$ cat config.mk
export PLATFORM = sky130hd
export DESIGN_NAME = knap_search_ctrl
export DESIGN_NICKNAME = d
export VERILOG_FILES = /design/src/rtl/knap_search_ctrl.sv
export SDC_FILE = /design/constraint.sdc
export NUM_CORES = 2
export LEC_CHECK = 0
export CAP_MARGIN = 25
export CORE_MARGIN = 4
export CORE_UTILIZATION = 50
export CTS_CLUSTER_SIZE = 10
export DETAILED_ROUTE_END_ITERATION = 8
export GPL_TIMING_DRIVEN = 0
export HOLD_SLACK_MARGIN = 0.03
export PLACE_DENSITY = 0.69
export SETUP_SLACK_MARGIN = 0.5
export SYNTH_ARGS = -nofsm -noshare
export SYNTH_HDL_FRONTEND = slang
export SYNTH_SLANG_ARGS = --single-unit
$ cat constraint.sdc
create_clock -name i_clk -period 66.4 [get_ports i_clk]
set_input_delay 9.96 -clock i_clk [delete_from_list [all_inputs] [get_ports i_clk]]
set_output_delay 9.96 -clock i_clk [all_outputs]
set_load 0.05 [all_outputs]
$ cat src/rtl/knap_search_ctrl.sv
// ---------------------------------------------------------------------------
// knap_search_ctrl
//   Exhaustive-search oracle for the multi-constraint knapsack checker.
//   Holds a loadable item table (value/weight/volume) and enumerates every
//   selection mask, one per clock. Each mask is checked against the latched
//   min-value / max-weight / max-volume limits. The block reports the best
//   valid selection and how many selections were valid.
//
// Ports
//   i_clk, i_rst        clock (rising edge), asynchronous active-high reset
//   i_cfg_we/addr       item table write strobe and index (IDLE/DONE only)
//   i_cfg_value/weight/volume   item data written at i_cfg_addr
//   i_min_value, i_max_weight, i_max_volume   limits, latched on start
//   i_start             one-cycle pulse, accepted only in IDLE
//   o_busy              high through SCAN and DRAIN
//   o_done              one-cycle pulse; results valid from this cycle
//   o_found             at least one valid mask was seen
//   o_best_mask/value/weight/volume   best valid selection and its totals
//   o_valid_count       number of valid masks
// ---------------------------------------------------------------------------
module knap_search_ctrl #(
    parameter  int N_ITEMS = 5,
    parameter  int W       = 32,
    localparam int AW      = (N_ITEMS > 1) ? $clog2(N_ITEMS) : 1
) (
    input  logic               i_clk,
    input  logic               i_rst,
    input  logic               i_cfg_we,
    input  logic [AW-1:0]      i_cfg_addr,
    input  logic [W-1:0]       i_cfg_value,
    input  logic [W-1:0]       i_cfg_weight,
    input  logic [W-1:0]       i_cfg_volume,
    input  logic [W-1:0]       i_min_value,
    input  logic [W-1:0]       i_max_weight,
    input  logic [W-1:0]       i_max_volume,
    input  logic               i_start,
    output logic               o_busy,
    output logic               o_done,
    output logic               o_found,
    output logic [N_ITEMS-1:0] o_best_mask,
    output logic [W-1:0]       o_best_value,
    output logic [W-1:0]       o_best_weight,
    output logic [W-1:0]       o_best_volume,
    output logic [N_ITEMS:0]   o_valid_count
);

    typedef enum logic [1:0] {
        ST_IDLE  = 2'd0,
        ST_SCAN  = 2'd1,
        ST_DRAIN = 2'd2,
        ST_DONE  = 2'd3
    } state_t;

    state_t             r_state;

    // item table
    logic [W-1:0]       r_val [N_ITEMS];
    logic [W-1:0]       r_wgt [N_ITEMS];
    logic [W-1:0]       r_vol [N_ITEMS];

    // limits latched at start
    logic [W-1:0]       r_min_value;
    logic [W-1:0]       r_max_weight;
    logic [W-1:0]       r_max_volume;

    // mask generator and evaluation stage 1
    logic [N_ITEMS-1:0] r_mask;
    logic [N_ITEMS-1:0] r_s1_mask;
    logic               r_s1_vld;

    // registered outputs
    logic               r_busy;
    logic               r_done;
    logic               r_found;
    logic [N_ITEMS-1:0] r_best_mask;
    logic [W-1:0]       r_best_value;
    logic [W-1:0]       r_best_weight;
    logic [W-1:0]       r_best_volume;
    logic [N_ITEMS:0]   r_valid_count;

    // stage 2 combinational results
    logic [W-1:0]       w_sum_val;
    logic [W-1:0]       w_sum_wgt;
    logic [W-1:0]       w_sum_vol;
    logic               w_ok;
    logic               w_better;
    logic               w_cfg_open;

    // Table may only change while no search is in flight.
    assign w_cfg_open = (r_state == ST_IDLE) || (r_state == ST_DONE);

    // Item table write port; an address beyond the table matches no entry.
    always_ff @(posedge i_clk or posedge i_rst) begin
        if (i_rst) begin
            for (int i = 0; i < N_ITEMS; i++) begin
                r_val[i] <= '0;
                r_wgt[i] <= '0;
                r_vol[i] <= '0;
            end
        end else begin
            for (int i = 0; i < N_ITEMS; i++) begin
                if (i_cfg_we && w_cfg_open && (i_cfg_addr == AW'(i))) begin
                    r_val[i] <= i_cfg_value;
                    r_wgt[i] <= i_cfg_weight;
                    r_vol[i] <= i_cfg_volume;
                end
            end
        end
    end

    // Stage 2: modulo-2^W totals of the stage-1 mask, constraint test and
    // best-candidate comparison (lower mask keeps full ties since it came first).
    always_comb begin
        w_sum_val = '0;
        w_sum_wgt = '0;
        w_sum_vol = '0;
        for (int i = 0; i < N_ITEMS; i++) begin
            if (r_s1_mask[i]) begin
                w_sum_val = w_sum_val + r_val[i];
                w_sum_wgt = w_sum_wgt + r_wgt[i];
                w_sum_vol = w_sum_vol + r_vol[i];
            end else begin
                w_sum_val = w_sum_val;
                w_sum_wgt = w_sum_wgt;
                w_sum_vol = w_sum_vol;
            end
        end
        w_ok     = (w_sum_val >= r_min_value) &&
                   (w_sum_wgt <= r_max_weight) &&
                   (w_sum_vol <= r_max_volume);
        w_better = !r_found ||
                   (w_sum_val > r_best_value) ||
                   ((w_sum_val == r_best_value) && (w_sum_wgt < r_best_weight));
    end

    // Control FSM, mask generator, stage-1 register and result commit.
    always_ff @(posedge i_clk or posedge i_rst) begin
        if (i_rst) begin
            r_state       <= ST_IDLE;
            r_min_value   <= '0;
            r_max_weight  <= '0;
            r_max_volume  <= '0;
            r_mask        <= '0;
            r_s1_mask     <= '0;
            r_s1_vld      <= 1'b0;
            r_busy        <= 1'b0;
            r_done        <= 1'b0;
            r_found       <= 1'b0;
            r_best_mask   <= '0;
            r_best_value  <= '0;
            r_best_weight <= '0;
            r_best_volume <= '0;
            r_valid_count <= '0;
        end else begin
            case (r_state)
                ST_IDLE: begin
                    r_done <= 1'b0;
                    if (i_start) begin
                        r_state       <= ST_SCAN;
                        r_busy        <= 1'b1;
                        r_min_value   <= i_min_value;
                        r_max_weight  <= i_max_weight;
                        r_max_volume  <= i_max_volume;
                        r_mask        <= '0;
                        r_s1_vld      <= 1'b0;
                        r_found       <= 1'b0;
                        r_best_mask   <= '0;
                        r_best_value  <= '0;
                        r_best_weight <= '0;
                        r_best_volume <= '0;
                        r_valid_count <= '0;
                    end
                end
                ST_SCAN: begin
                    r_s1_mask <= r_mask;
                    r_s1_vld  <= 1'b1;
                    r_mask    <= r_mask + N_ITEMS'(1);
                    if (r_mask == {N_ITEMS{1'b1}}) begin
                        r_state <= ST_DRAIN;
                    end
                end
                ST_DRAIN: begin
                    // the last mask commits on this edge
                    r_s1_vld <= 1'b0;
                    r_state  <= ST_DONE;
                    r_busy   <= 1'b0;
                    r_done   <= 1'b1;
                end
                ST_DONE: begin
                    r_done  <= 1'b0;
                    r_state <= ST_IDLE;
                end
                default: begin
                    r_state  <= ST_IDLE;
                    r_busy   <= 1'b0;
                    r_done   <= 1'b0;
                    r_s1_vld <= 1'b0;
                end
            endcase

            // r_s1_vld is never set in IDLE, so this cannot collide with the
            // result clear on start.
            if (r_s1_vld && w_ok) begin
                r_found       <= 1'b1;
                r_valid_count <= r_valid_count + (N_ITEMS + 1)'(1);
                if (w_better) begin
                    r_best_mask   <= r_s1_mask;
                    r_best_value  <= w_sum_val;
                    r_best_weight <= w_sum_wgt;
                    r_best_volume <= w_sum_vol;
                end
            end
        end
    end

    assign o_busy        = r_busy;
    assign o_done        = r_done;
    assign o_found       = r_found;
    assign o_best_mask   = r_best_mask;
    assign o_best_value  = r_best_value;
    assign o_best_weight = r_best_weight;
    assign o_best_volume = r_best_volume;
    assign o_valid_count = r_valid_count;

endmodule

==> impl_metrics.csv <==
group,metric,value,unit
detailed_routing,dr.first_iter.drc_count,4362,
critical_path,crit_type,"reg -> reg",
yosys,syn_nets,6619,
cells_and_area,nets,7075,
cells_and_area,final_area,0.0629,mm²
grt,antenna_found_initial,15,
critical_path,cpMaxStageDelayCell,"a2111oi_0",
place,port_buffers,308,
clocking,clockRootBuffer,"clkbuf_16",
yosys,synth_fa_ha_area_share,13.1,%
yosys,synth_compound_area_share,18.7,%
critical_path,cpMostUsedCell,"xnor2_1",
detailed_routing,vias_per_cell,6.21,
power,p_per_area,63.4,mW/mm²
clocking,clk_path_buf_depth,3,
yosys,ys.flop_type,"dfrtp_1",
flow_run,maxCapViolations,0,
grt,track_usage,35.0,%
critical_path,cp.arrival,17.72,ns
yosys,synth_edf_count,0,
yosys,async_flop_share,100,%
floorplan,die_h,338,µm
yosys,syn_area,0.0544,mm²
critical_path,cp.required,66.99,ns
critical_path,worst-path-buf-inv,10,
critical_path,slowest_delay,0.77,ns
detailed_routing,post_drt_wl_per_cell,26.2,µm
worst_hold_path,hp-class,"reg -> reg",
place,postPlaceCellArea,0.0602,mm²
detailed_routing,via_count,48300,
sta,period_share,25.8,%
sta,setup_viol,0,
sta,fin_skew,0.0194,ns
critical_path,cp-start-kind,"flip-flop",
cells_and_area,drive_gt1_share,14.5,%
sta,slew-limit-headroom,23.8,%
status,status,"finished, final reports clean",
cells_and_area,final_common_cell,"dfrtp_1",
critical_path,path_max_fanout,10,
yosys,synth_xor_area_share,5.05,%
clocking,clkLatencyLatePin,0.69,ns
sta,tightest_slew,1.13,ns
sta,clock.fmax,58.4,MHz
clocking,cts_setup_buffers,0,
yosys,synth-seq-area-share,32.1,%
yosys,syn_area_per_cell,9.28,µm²
clocking,cts_sinks,699,
sta,rsz0062_at_grt,"no",
power,finalPower,0.00399,W
detailed_routing,drt-total-wl,204000,µm
power,ir_drop,0.0000301,V
yosys,synth_top_family_by_area,"compound AO/OA/AOI/OAI gates",
yosys,muxShareOfSynthArea,14.6,%
grt,grt_max_degree,120,
detailed_routing,route.detailed.drc,0,
yosys,ys_warn_count,0,
place,gp_congestion,0.985,
yosys,synth_simple_gate_area_share,12.4,%
grt,grt_pass1_wl,297000,µm
yosys,yosysUniqueCellTypes,105,
detailed_routing,dr.pass1.iters,6,
floorplan,die_w,338,µm
detailed_routing,postRouteAntennaNets,0,
floorplan,rows,120,
sta,period_minus_slack,17.13,ns
floorplan,io_pins,309,
floorplan,die_area,0.114,mm²
sta,slew_viol_final,0,
place,post-dp-hpwl,164000,µm
cells_and_area,fillers,9489,
grt,grt_pass1_vias,46900,
yosys,postSynthRegisterBits,699,
yosys,syn_inst,5864,
clocking,cts_max_level,3,
clocking,cts_tree,"built",
clocking,numCtsBuffers,86,
floorplan,core,0.108,mm²
cells_and_area,synthToLayoutAreaGrowth,15.6,%
clocking,post_cts_resized,0,
sta,finalSetupTns,0,ns
cells_and_area,final_cell_mix,"dfrtp_1, mux2_2, ha_1, nand2_1, o21ai_0",
sta,hold_viol,0,
critical_path,cp-end-kind,"flip-flop",
clocking,path_clk_slew,0.06,ns
floorplan,start_util,50.6,%
critical_path,path_delay_family,"compound AO/OA/AOI/OAI gates",
power,power_leakage,29.7,nW
grt,overflow,0,
clocking,cts_hold_buf,0,
## power by group
part	internal (W)	total, W	switching, W
clock network	0.000270	0.000466	0.000197
logic	0.00113	0.00278	0.00165
registers	0.000616	0.000736	0.000120
## flip-flops by register name, summed over array words and instances, names as in the netlist, 6 cells and up
name,flops
o_best_value,32
o_best_volume,32
o_best_weight,32
o_valid_count,6
r_max_volume,32
r_max_weight,32
r_min_value,32
r_val,160
r_vol,160
r_wgt,160
## cell type report
class / count / area [µm²] / area share, %
Multi-Input combinational cell: 4577 / 34700 / 55.1
Antenna cell: 11 / 27.5 / 0.0438
Sequential cell: 699 / 17500 / 27.8
Clock buffer: 121 / 2540 / 4.04
Buffer: 236 / 917 / 1.46
Timing Repair Buffer: 368 / 4050 / 6.43
Clock inverter: 10 / 119 / 0.189
Tap cell: 1403 / 1760 / 2.79
Inverter: 352 / 1330 / 2.11
## synthesized netlist by cell type, types with 10 or more instances
| cell type | n | share of area, % |
|---|---|---|
| nand3_1 | 129 | 1.2 |
| a221oi_1 | 12 | 0.19 |
| mux2i_1 | 45 | 0.83 |
| or2_2 | 10 | 0.11 |
| inv_1 | 349 | 2.4 |
| a22o_1 | 15 | 0.24 |
| buf_1 | 43 | 0.30 |
| a22oi_1 | 10 | 0.14 |
| nand4_1 | 72 | 0.83 |
| xnor2_1 | 179 | 2.9 |
| and3_1 | 48 | 0.55 |
| o22ai_1 | 10 | 0.11 |
| o211ai_1 | 29 | 0.40 |
| nor2_1 | 310 | 2.1 |
| a2111oi_0 | 12 | 0.19 |
| nand2_1 | 480 | 3.3 |
| and2_1 | 100 | 1.1 |
| o21a_1 | 62 | 0.86 |
| clkbuf_1 | 176 | 1.2 |
| a21o_1 | 245 | 3.4 |
| a31oi_1 | 41 | 0.47 |
| a211o_1 | 15 | 0.24 |
| fa_1 | 12 | 0.44 |
| dfrtp_1 | 699 | 32 |
| buf_2 | 15 | 0.14 |
| nor4_1 | 12 | 0.14 |
| mux2_2 | 663 | 14 |
| xor2_1 | 132 | 2.1 |
| o21ai_1 | 26 | 0.24 |
| o21bai_1 | 47 | 0.65 |
| o221ai_1 | 12 | 0.19 |
| ha_1 | 544 | 13 |
| nand2b_1 | 59 | 0.68 |
| a211oi_1 | 45 | 0.62 |
| a21oi_1 | 386 | 3.6 |
| o31ai_1 | 30 | 0.41 |
| a221o_1 | 15 | 0.28 |
| nor3_1 | 60 | 0.55 |
| nand3b_1 | 10 | 0.14 |
| o21ai_0 | 429 | 3.9 |
| nor2b_1 | 57 | 0.66 |
| or3_1 | 21 | 0.24 |
| and4_1 | 16 | 0.26 |
| a21boi_0 | 11 | 0.15 |
## cell families (layout without fill, tap and decap cells)
| logic type | after synthesis | in the layout |
|---|---|---|
| fa+ha+maj | 561 | 561 |
| simple gates | 1414 | 1414 |
| xor+xnor | 312 | 312 |
| buf+inv | 588 | 1087 |
| flops | 699 | 699 |
| other cells | 0 | 11 |
| mux | 709 | 709 |
| compound gates | 1581 | 1581 |
## metrics by stage
step | cells | hold slack [ns] | worst slack (ns) | util, %
after floorplan | 5864 | 0.452 | 36.84 | -
after global placement | 7575 | 0.461 | 27.95 | 55.1
after detailed placement | 7629 | 0.469 | 49.89 | 56.0
after CTS | 7760 | 0.482 | 49.80 | 58.4
after global routing | 7766 | 0.507 | 48.62 | 58.5
final | 7777 | 0.490 | 49.27 | 58.5
## per-layer routing
layer / vias to the layer above / wire, µm / GRT usage (%)
met5: - / 70 / 0
met4: 10 / 12700 / 19.3
met3: 577 / 15700 / 6.92
met2: 1991 / 93400 / 56.9
met1: 23600 / 82000 / 43.7
li1: 22100 / - / -
## tightest hold or removal path, cell delays in order (launching register included)
cell and delay [ns]:
dfrtp_1 0.34, nand2_1 0.05, nand2_1 0.06
## final timing paths
path                       cells past startpoint  slack [ns]            start                to
max reg2reg                                   60       49.27     r_s1_mask[0]  o_best_value[30]
max                                           60       49.27     r_s1_mask[0]  o_best_value[30]
min reg2reg                                    2        0.49  r_max_weight[0]   r_max_weight[0]
min in group asynchronous                      2        9.72            i_rst          r_vol[2]
max in group asynchronous                      5       54.62            i_rst        r_val[141]
min                                            2        0.49  r_max_weight[0]   r_max_weight[0]
Power figures use the tool's default switching activity.
